--- config.mk ---
export PLATFORM = sky130hd
export DESIGN_NAME = fir_decimator
export DESIGN_NICKNAME = d
export VERILOG_FILES = /design/src/rtl/fir_pkg.sv /design/src/rtl/fir_decimator_sync_fifo.sv /design/src/rtl/fir_decimator.sv
export SDC_FILE = /design/constraint.sdc
export NUM_CORES = 1
export LEC_CHECK = 0
export BUFFER_PORTS_ARGS = -buffer_cell sky130_fd_sc_hd__buf_2
export CORE_MARGIN = 2
export CORE_UTILIZATION = 42
export CTS_CLUSTER_SIZE = 20
export DETAILED_ROUTE_END_ITERATION = 7
export PLACE_DENSITY_LB_ADDON = 0.12
export SYNTH_ARGS = -nofsm -noshare
export SYNTH_HDL_FRONTEND = slang
export SYNTH_HIERARCHICAL = 1
export SYNTH_SLANG_ARGS = --single-unit
--- constraint.sdc ---
create_clock -name clock -period 4.05 [get_ports clock]
set_input_delay 0.2025 -clock clock [delete_from_list [all_inputs] [get_ports clock]]
set_output_delay 0.2025 -clock clock [all_outputs]
set_load 0.02 [all_outputs]
--- src/rtl/fir_pkg.sv ---
`default_nettype none
// ============================================================================
// fir_pkg : shared sample type and helpers for the fir filter chain
// Rev 1.0 : initial release
// ============================================================================
package fir_pkg;

   localparam int DATA_W = 16;

   typedef logic [DATA_W-1:0] sample_t;

   // Sticky flag update where a new set event beats a coincident clear.
   function automatic logic ovf_next(input logic cur, input logic set, input logic clr);
      return set ? 1'b1 : (clr ? 1'b0 : cur);
   endfunction

endpackage
`default_nettype wire

--- src/rtl/fir_decimator_sync_fifo.sv ---
`default_nettype none
// ============================================================================
// sync_fifo : single-clock FIFO with occupancy count and zeroed empty output
// Rev 1.0 : initial release
// ============================================================================
module sync_fifo #(
   parameter int WIDTH = 16,
   parameter int DEPTH = 8
) (
   input  logic                     clock,
   input  logic                     reset,
   input  logic                     push,
   input  logic                     pop,
   input  logic [WIDTH-1:0]         wdata,
   output logic [WIDTH-1:0]         rdata,
   output logic [$clog2(DEPTH):0]   level,
   output logic                     full,
   output logic                     empty
);

   localparam int c_PTR_W = $clog2(DEPTH);
   localparam int c_LVL_W = c_PTR_W + 1;

   logic [WIDTH-1:0]   r_mem [DEPTH];
   logic [c_PTR_W-1:0] r_wr_ptr;
   logic [c_PTR_W-1:0] r_rd_ptr;
   logic [c_LVL_W-1:0] r_level;
   logic               w_pop;
   logic               w_push;

   assign empty  = (r_level == '0);
   assign full   = (r_level == c_LVL_W'(DEPTH));
   assign w_pop  = pop && !empty;
   // When full, a write may only land in the slot being vacated this cycle.
   assign w_push = push && (!full || w_pop);

   always_ff @(posedge clock) begin
      if (w_push) begin
         r_mem[r_wr_ptr] <= wdata;
      end
   end

   always_ff @(posedge clock) begin
      if (reset) begin
         r_wr_ptr <= '0;
         r_rd_ptr <= '0;
         r_level  <= '0;
      end else begin
         if (w_push) begin
            r_wr_ptr <= r_wr_ptr + 1'b1;
         end
         if (w_pop) begin
            r_rd_ptr <= r_rd_ptr + 1'b1;
         end
         case ({w_push, w_pop})
            2'b10:   r_level <= r_level + 1'b1;
            2'b01:   r_level <= r_level - 1'b1;
            default: r_level <= r_level;
         endcase
      end
   end

   assign rdata = empty ? '0 : r_mem[r_rd_ptr];
   assign level = r_level;

endmodule
`default_nettype wire

--- src/rtl/fir_decimator.sv ---
`default_nettype none
// ============================================================================
// fir_decimator : keeps every DECIM-th valid fir sample and buffers it
// Rev 1.0 : initial release
// ============================================================================
module fir_decimator #(
   parameter int DATA_W     = fir_pkg::DATA_W,
   parameter int DECIM      = 4,
   parameter int FIFO_DEPTH = 8
) (
   input  logic                          clock,
   input  logic                          reset,
   input  logic [DATA_W-1:0]             y_in,
   input  logic                          y_valid,
   output logic [DATA_W-1:0]             out_data,
   output logic                          out_valid,
   input  logic                          out_ready,
   output logic [$clog2(FIFO_DEPTH):0]   level,
   output logic                          overflow,
   input  logic                          clear_ovf
);

   import fir_pkg::*;

   localparam int c_PH_W = (DECIM > 1) ? $clog2(DECIM) : 1;

   logic [c_PH_W-1:0] r_phase;
   logic              r_overflow;
   logic              w_kept;
   logic              w_push;
   logic              w_pop;
   logic              w_drop;
   logic              w_full;
   logic              w_empty;

   always_ff @(posedge clock) begin
      if (reset) begin
         r_phase <= '0;
      end else if (y_valid) begin
         r_phase <= (r_phase == c_PH_W'(DECIM - 1)) ? '0 : r_phase + 1'b1;
      end
   end

   assign w_kept    = y_valid && (r_phase == '0);
   assign out_valid = !w_empty;
   assign w_pop     = out_valid && out_ready;
   assign w_push    = w_kept && (!w_full || w_pop);
   assign w_drop    = w_kept && w_full && !w_pop;

   always_ff @(posedge clock) begin
      if (reset) begin
         r_overflow <= 1'b0;
      end else begin
         r_overflow <= ovf_next(r_overflow, w_drop, clear_ovf);
      end
   end

   assign overflow = r_overflow;

   sync_fifo #(
      .WIDTH (DATA_W),
      .DEPTH (FIFO_DEPTH)
   ) u_fifo (
      .clock (clock),
      .reset (reset),
      .push  (w_push),
      .pop   (w_pop),
      .wdata (y_in),
      .rdata (out_data),
      .level (level),
      .full  (w_full),
      .empty (w_empty)
   );

endmodule
`default_nettype wire

=== Word-level counts from Yosys, hierarchy flattened ===
Memories as Yosys holds them, arrays and structs flattened. A register that Yosys moved wholly into a read port is not among the register bits.
Index checks and enable logic that the tools add are counted.
Widths: inputs -> output; s select.

* Register bits after elaboration: 13
* Memory bits (writable): 128
* Word-level logic and storage cells: 40
* Memories kept: 1

* Add/subtract/negate cells: 5
* Equal/unequal tests: 4
* Multiplexer cells: 9
* Reduce and logical (&&, ||, !) cells: 16

{| class="wikitable"
|+ Memory list
! name !! depth !! bits a word !! rd ports !! clocked after Yosys merged registers in !! wr ports !! line !! text
|-
| u_fifo.r_mem || 8 || 16 || 1 || 1 || 1 || fir_decimator_sync_fifo.sv:24 || <nowiki>logic [WIDTH-1:0] r_mem [DEPTH];</nowiki>
|}

{| class="wikitable"
|+ Operators by type and width
! operator !! count
|-
| $mux 16 || 1
|-
| $pmux 4 s2 || 1
|-
| $logic_and 1x1->1 || 7
|-
| $add 3x1->3 const B || 2
|-
| $mux 3 || 2
|-
| $add 4x1->4 const B || 1
|-
| $eq 2x2->1 const B || 2
|-
| $eq 4x4->1 const B || 1
|-
| $logic_not 4->1 || 1
|-
| $mux 1 || 4
|-
| $reduce_bool 2->1 || 2
|-
| $sub 4x1->4 const B || 1
|-
| $logic_not 1->1 || 3
|-
| $add 2x1->2 const B || 1
|-
| $eq 2x1->1 const B || 1
|-
| $logic_not 2->1 || 1
|-
| $logic_or 1x1->1 || 2
|-
| $mux 2 || 1
|}

=== Depth between registers and ports, before layout ===
* Depth after elaboration: 8
* Gate-level depth with buffers: 13
* Gate-level depth less buffers: 11

=== Modules after synthesis ===
Netlist, hierarchy kept.

{| class="wikitable"
|+ Modules (own cells, without submodules)
! module !! times used !! cells each !! area each (um^2) !! sequential area each (um^2)
|-
| sync_fifo || 1 || 285 || 5591.6 || 4103.9
|-
| fir_decimator || 1 || 19 || 175.2 || 60.1
|}

=== Least setup slack after synthesis ===
No wires, ideal clock.

* Kind: register to register
* Start: reg u_fifo.r_level[0], in the netlist u_fifo/level[0]
* End: mem u_fifo.r_mem[0][0], enable pin
* Setup time: 0.430 ns
* Arrival: 3.549 ns
* Required time: 3.620 ns
* Setup slack: 0.071 ns
* Stages on the path, launching flop included: 9
* Path through: dfxtp_1 > buf_2 > nor4_2 > buf_2 > nor2b_1 > o21ba_2 > clkbuf_1 > o21ai_4 > nor4_1

* Longest elaborated chain between the ends: 8

{| class="wikitable"
|+ Ends and longest elaborated chain
! item !! line !! text
|-
| from (decl) || fir_decimator_sync_fifo.sv:27 || <nowiki>logic [c_LVL_W-1:0] r_level;</nowiki>
|-
| from (signal assigned) || fir_decimator_sync_fifo.sv:56 || <nowiki>2'b10: r_level <= r_level + 1'b1;</nowiki>
|-
| from (signal assigned) || fir_decimator_sync_fifo.sv:57 || <nowiki>2'b01: r_level <= r_level - 1'b1;</nowiki>
|-
| from (signal assigned) || fir_decimator_sync_fifo.sv:58 || <nowiki>default: r_level <= r_level;</nowiki>
|-
| $logic_not 4->1 || fir_decimator_sync_fifo.sv:31 || <nowiki>assign empty = (r_level == '0);</nowiki>
|-
| via w_empty || fir_decimator.sv:34 || <nowiki>logic w_empty;</nowiki>
|-
| $logic_not 1->1 || fir_decimator.sv:45 || <nowiki>assign out_valid = !w_empty;</nowiki>
|-
| $logic_and 1x1->1 || fir_decimator.sv:46 || <nowiki>assign w_pop = out_valid && out_ready;</nowiki>
|-
| via w_pop || fir_decimator.sv:31 || <nowiki>logic w_pop;</nowiki>
|-
| $logic_or 1x1->1 || fir_decimator.sv:47 || <nowiki>assign w_push = w_kept && (!w_full || w_pop);</nowiki>
|-
| $logic_and 1x1->1 || fir_decimator.sv:47 ||
|-
| via w_push || fir_decimator.sv:30 || <nowiki>logic w_push;</nowiki>
|-
| $logic_and 1x1->1 || fir_decimator_sync_fifo.sv:35 || <nowiki>assign w_push = push && (!full || w_pop);</nowiki>
|-
| $mux 1 || fir_decimator_sync_fifo.sv:38 || <nowiki>if (w_push) begin</nowiki>
|-
| $mux 1 (not written as such) || fir_decimator_sync_fifo.sv:39 || <nowiki>r_mem[r_wr_ptr] <= wdata;</nowiki>
|-
| to (decl) || fir_decimator_sync_fifo.sv:24 ||
|}

The timed path passes the listed nets, and every way through them passes these cells.

=== Final worst setup path ===
* Start: reg u_fifo.r_level[1], in the netlist u_fifo/level[1]
* End: reg u_fifo.r_level[3], in the netlist u_fifo/level[3]

{| class="wikitable"
|+ RTL lines
! item !! line !! text
|-
| $eq 4x4->1 * || fir_decimator_sync_fifo.sv:32 || <nowiki>assign full = (r_level == c_LVL_W'(DEPTH));</nowiki>
|-
| via w_full || fir_decimator.sv:33 || <nowiki>logic w_full;</nowiki>
|-
| $logic_not 1->1 * || fir_decimator.sv:47 ||
|-
| $logic_or 1x1->1 * || fir_decimator.sv:47 ||
|-
| $logic_and 1x1->1 * || fir_decimator.sv:47 ||
|-
| via w_push || fir_decimator.sv:30 ||
|-
| $logic_and 1x1->1 * || fir_decimator_sync_fifo.sv:35 ||
|-
| $eq 2x1->1 or $eq 2x2->1 (tied branches) || fir_decimator_sync_fifo.sv:55 || <nowiki>case ({w_push, w_pop})</nowiki>
|-
| $pmux 4 s2 or $reduce_bool 2->1 (tied branches) || -- ||
|}

The timed path passes the listed nets; every way through them passes the cells marked *.
A chain may end at the register's enable or synchronous reset.

==> out/metrics.yaml <==
worst_setup_path:
  end_kind: "register"
  path_common_cell: "inv_1"
  path_cells: "nor3_1 > and2_1 > inv_1 > o21ba_2 > or2_2 > inv_1 > ha_1 > a21oi_1 > nor4bb_1 > o21bai_1 > a31oi_1"
  arrival_ns: 3.34
  crit_required_ns: 4.38
  max_stage_delay_ns: 0.49
  startpoint_type: "register"
  slowest_stage: "nor3_1"
  worstSetupPathType: "register to register"
  path_max_fanout: 11
  reg2reg_slack_ns: 1.04
yosys:
  syn_avg_cell_area_um2: 19.0
  yosysTopAreaCell: "edfxtp_1"
  synth_nets: 332
  synth_cells: 304
  seq_area_frac_synth_pct: 72.2
  yosysUniqueCellTypes: 42
  ys_ff_latch: 144
  synth_edf_count: 128
  synthTopCellsByArea: "edfxtp_1 (67%), mux4_2 (12%), dfxtp_1 (5.6%)"
  synth_top_area_share_pct: 66.7
  async_flop_share_pct: 0
  yosysWarnings: 6
  synth_area_mm2: 0.00577
  synth_ff_type: "edfxtp_1"
power_and_ir_drop:
  p_int_mw: 2.99
  p_leak_nw: 2.32
  pwr-share-seq_pct: 42.7
  powerDensity_mw_per_mm2: 611
  power_frac_clock_pct: 34.6
  swShare_pct: 28.5
  combPwrFrac_pct: 22.6
  ir_worst_vdd_mv: 0.275
  power_switching_mw: 1.19
sta:
  worst_slew_pin_slew_ns: 0.903
  setup_tns_ns: 0
  period_minus_slack_ns: 3.01
  hold_violations: 0
  drv_slew: 0
  setup_viol_count_final: 0
  period_share_pct: 74.3
  max_freq_ghz: 0.332
  rsz0062_at_grt: "false"
  hold-worst-slack_ns: 0.0572
  slew_headroom_pct: 39.6
  clock_skew_ns: 0.00634
floorplanning:
  die_w_um: 121
  start_util_pct: 43.2
  dieArea_mm2: 0.0147
  io_pins: 43
  rows: 42
  fp.coreArea_mm2: 0.0133
  die_h_um: 121
global_route:
  antenna_found_initial: 1
  grt_max_degree: 33
  grt_pass1_vias: 2976
  overflow: 0
  grt_util_all_layers_pct: 16.2
  grt_pass1_wl_mm: 16.9
clocking:
  insertion_delay_ns: 0.41
  clkSinkCount: 144
  cts_setup_buffers: 0
  clk_pin_slew_ns: 0.06
  cts_tree: "built"
  postCtsHoldBufs: 0
  clockBufferDepth: 2
  h-tree-depth: 4
  cts_buffers: 17
  postCtsResizedCells: 0
  cts_root_buf: "clkbuf_16"
flow_run:
  maxCapViolCount: 0
final_layout:
  drive_gt1_share_pct: 34.8
  final_core_util_pct: 51.3
  diodes: 0
  stdcell_count: 555
  layout_common_cells: "edfxtp_1 (128), buf_2 (42), mux4_2 (32)"
  nets: 394
  nFillCells: 1139
  mostFrequentLayoutCell: "edfxtp_1"
  syn_to_final_growth_pct: 18.7
placement:
  place_congestion: 0.746
  port_buffers: 42
  dp_hpwl_mm: 6.65
  dpl.cell_count: 523
detailed_routing:
  wl_per_cell_um: 19.3
  dr.pass1.iters: 5
  drt_iter0_drc: 215
  drc: 0
  ant_nets: 0
  vias_per_cell: 5.10
  wl_mm: 10.7
  vias: 2829
worst_hold_path:
  hp-class: "input port to register"
status:
  status: "finished, final reports clean"
==> cell type report <==
class / instances / area, um2 / share of cell area [%]
inverter: 7 / 26.3 / 0.384
timing repair buffer: 57 / 335 / 4.90
clock buffer: 18 / 429 / 6.27
clock inverter: 14 / 124 / 1.81
sequential: 144 / 4170 / 60.9
multi-input combinational: 139 / 1540 / 22.5
tap: 176 / 220 / 3.22
==> worst max-delay path, delay by kind of cell, from the launching register on <==
| kind | cells | cell delay (ns) |
|---|---|---|
| flip-flops | 1 | 0.40 |
| buffers and inverters | 2 | 0.13 |
| adder cells (fa/ha/maj) | 1 | 0.26 |
| AO/OA/AOI/OAI | 4 | 0.81 |
| AND/OR/NAND/NOR | 4 | 1.32 |
==> routing by layer <==
layer | wire [um] | GRT usage, %
met5 | 13 | 0
met3 | 419 | 4.79
met4 | 97 | 6.03
met2 | 5320 | 25.5
met1 | 4840 | 21.6
==> registers in the layout, indices dropped and copies added, names as in the netlist, named ones only <==
name / cells
overflow: 1
u_fifo/r_rd_ptr: 3
r_phase: 2
u_fifo/r_wr_ptr: 3
u_fifo/r_mem: 128
u_fifo/level: 4
==> synth_stat cells (2+ instances only) <==
library cell	count
clkbuf_1	2
nor2_1	31
nand3_1	2
nand3b_1	2
buf_1	4
mux2i_1	20
dfxtp_1	16
nor3_1	5
buf_2	7
xnor2_1	3
nand2b_1	5
nand2_1	3
xor2_1	4
a21oi_1	2
edfxtp_1	128
mux4_2	32
ha_1	6
inv_1	7
o211ai_1	2
==> power groups by stage <==
| stage | registers (mW) | clock network (mW) | logic, mW |
|---|---|---|---|
| 2_1_floorplan | 1.77 | 0 | 0.690 |
| 3_3_place_gp | 1.82 | 0 | 0.958 |
| 3_5_place_dp | 1.82 | 0 | 0.966 |
| 4_1_cts | 1.79 | 1.49 | 0.969 |
| 5_1_grt | 1.80 | 1.55 | 1.04 |
| 6_report | 1.79 | 1.45 | 0.947 |
==> cells by family after synthesis <==
| kind of cell | after synthesis | share of synthesized area (%) |
|---|---|---|
| muxes | 52 | 16.0 |
| DFF | 144 | 72.2 |
| AOI/OAI and AO/OA | 15 | 2.37 |
| and+or+nand+nor | 58 | 5.10 |
| buffers and inverters | 21 | 1.65 |
| xor gates and xnor gates | 7 | 1.06 |
| adders and majority gates | 7 | 1.65 |
==> path summary, 6_finish.rpt <==
| check | from | endpoint | cells past startpoint |
|---|---|---|---|
| setup / recovery | u_fifo/level[1] | u_fifo/level[3] | 11 |
| setup reg to reg | u_fifo/level[1] | u_fifo/level[3] | 11 |
| hold / removal | clear_ovf | overflow | 3 |
| hold reg to reg | r_phase[0] | r_phase[0] | 2 |
==> per-stage QoR <==
stage	instance area, um2	worst slack, ns	power (mW)
detailed placement	6290	1.06	2.79
finish	6840	1.04	4.18
global route	6840	0.812	4.39
CTS	6840	1.04	4.25
floorplan	5770	0.0710	2.46
global placement	6290	1.21	2.77
(Power assumes the default switching activity.)
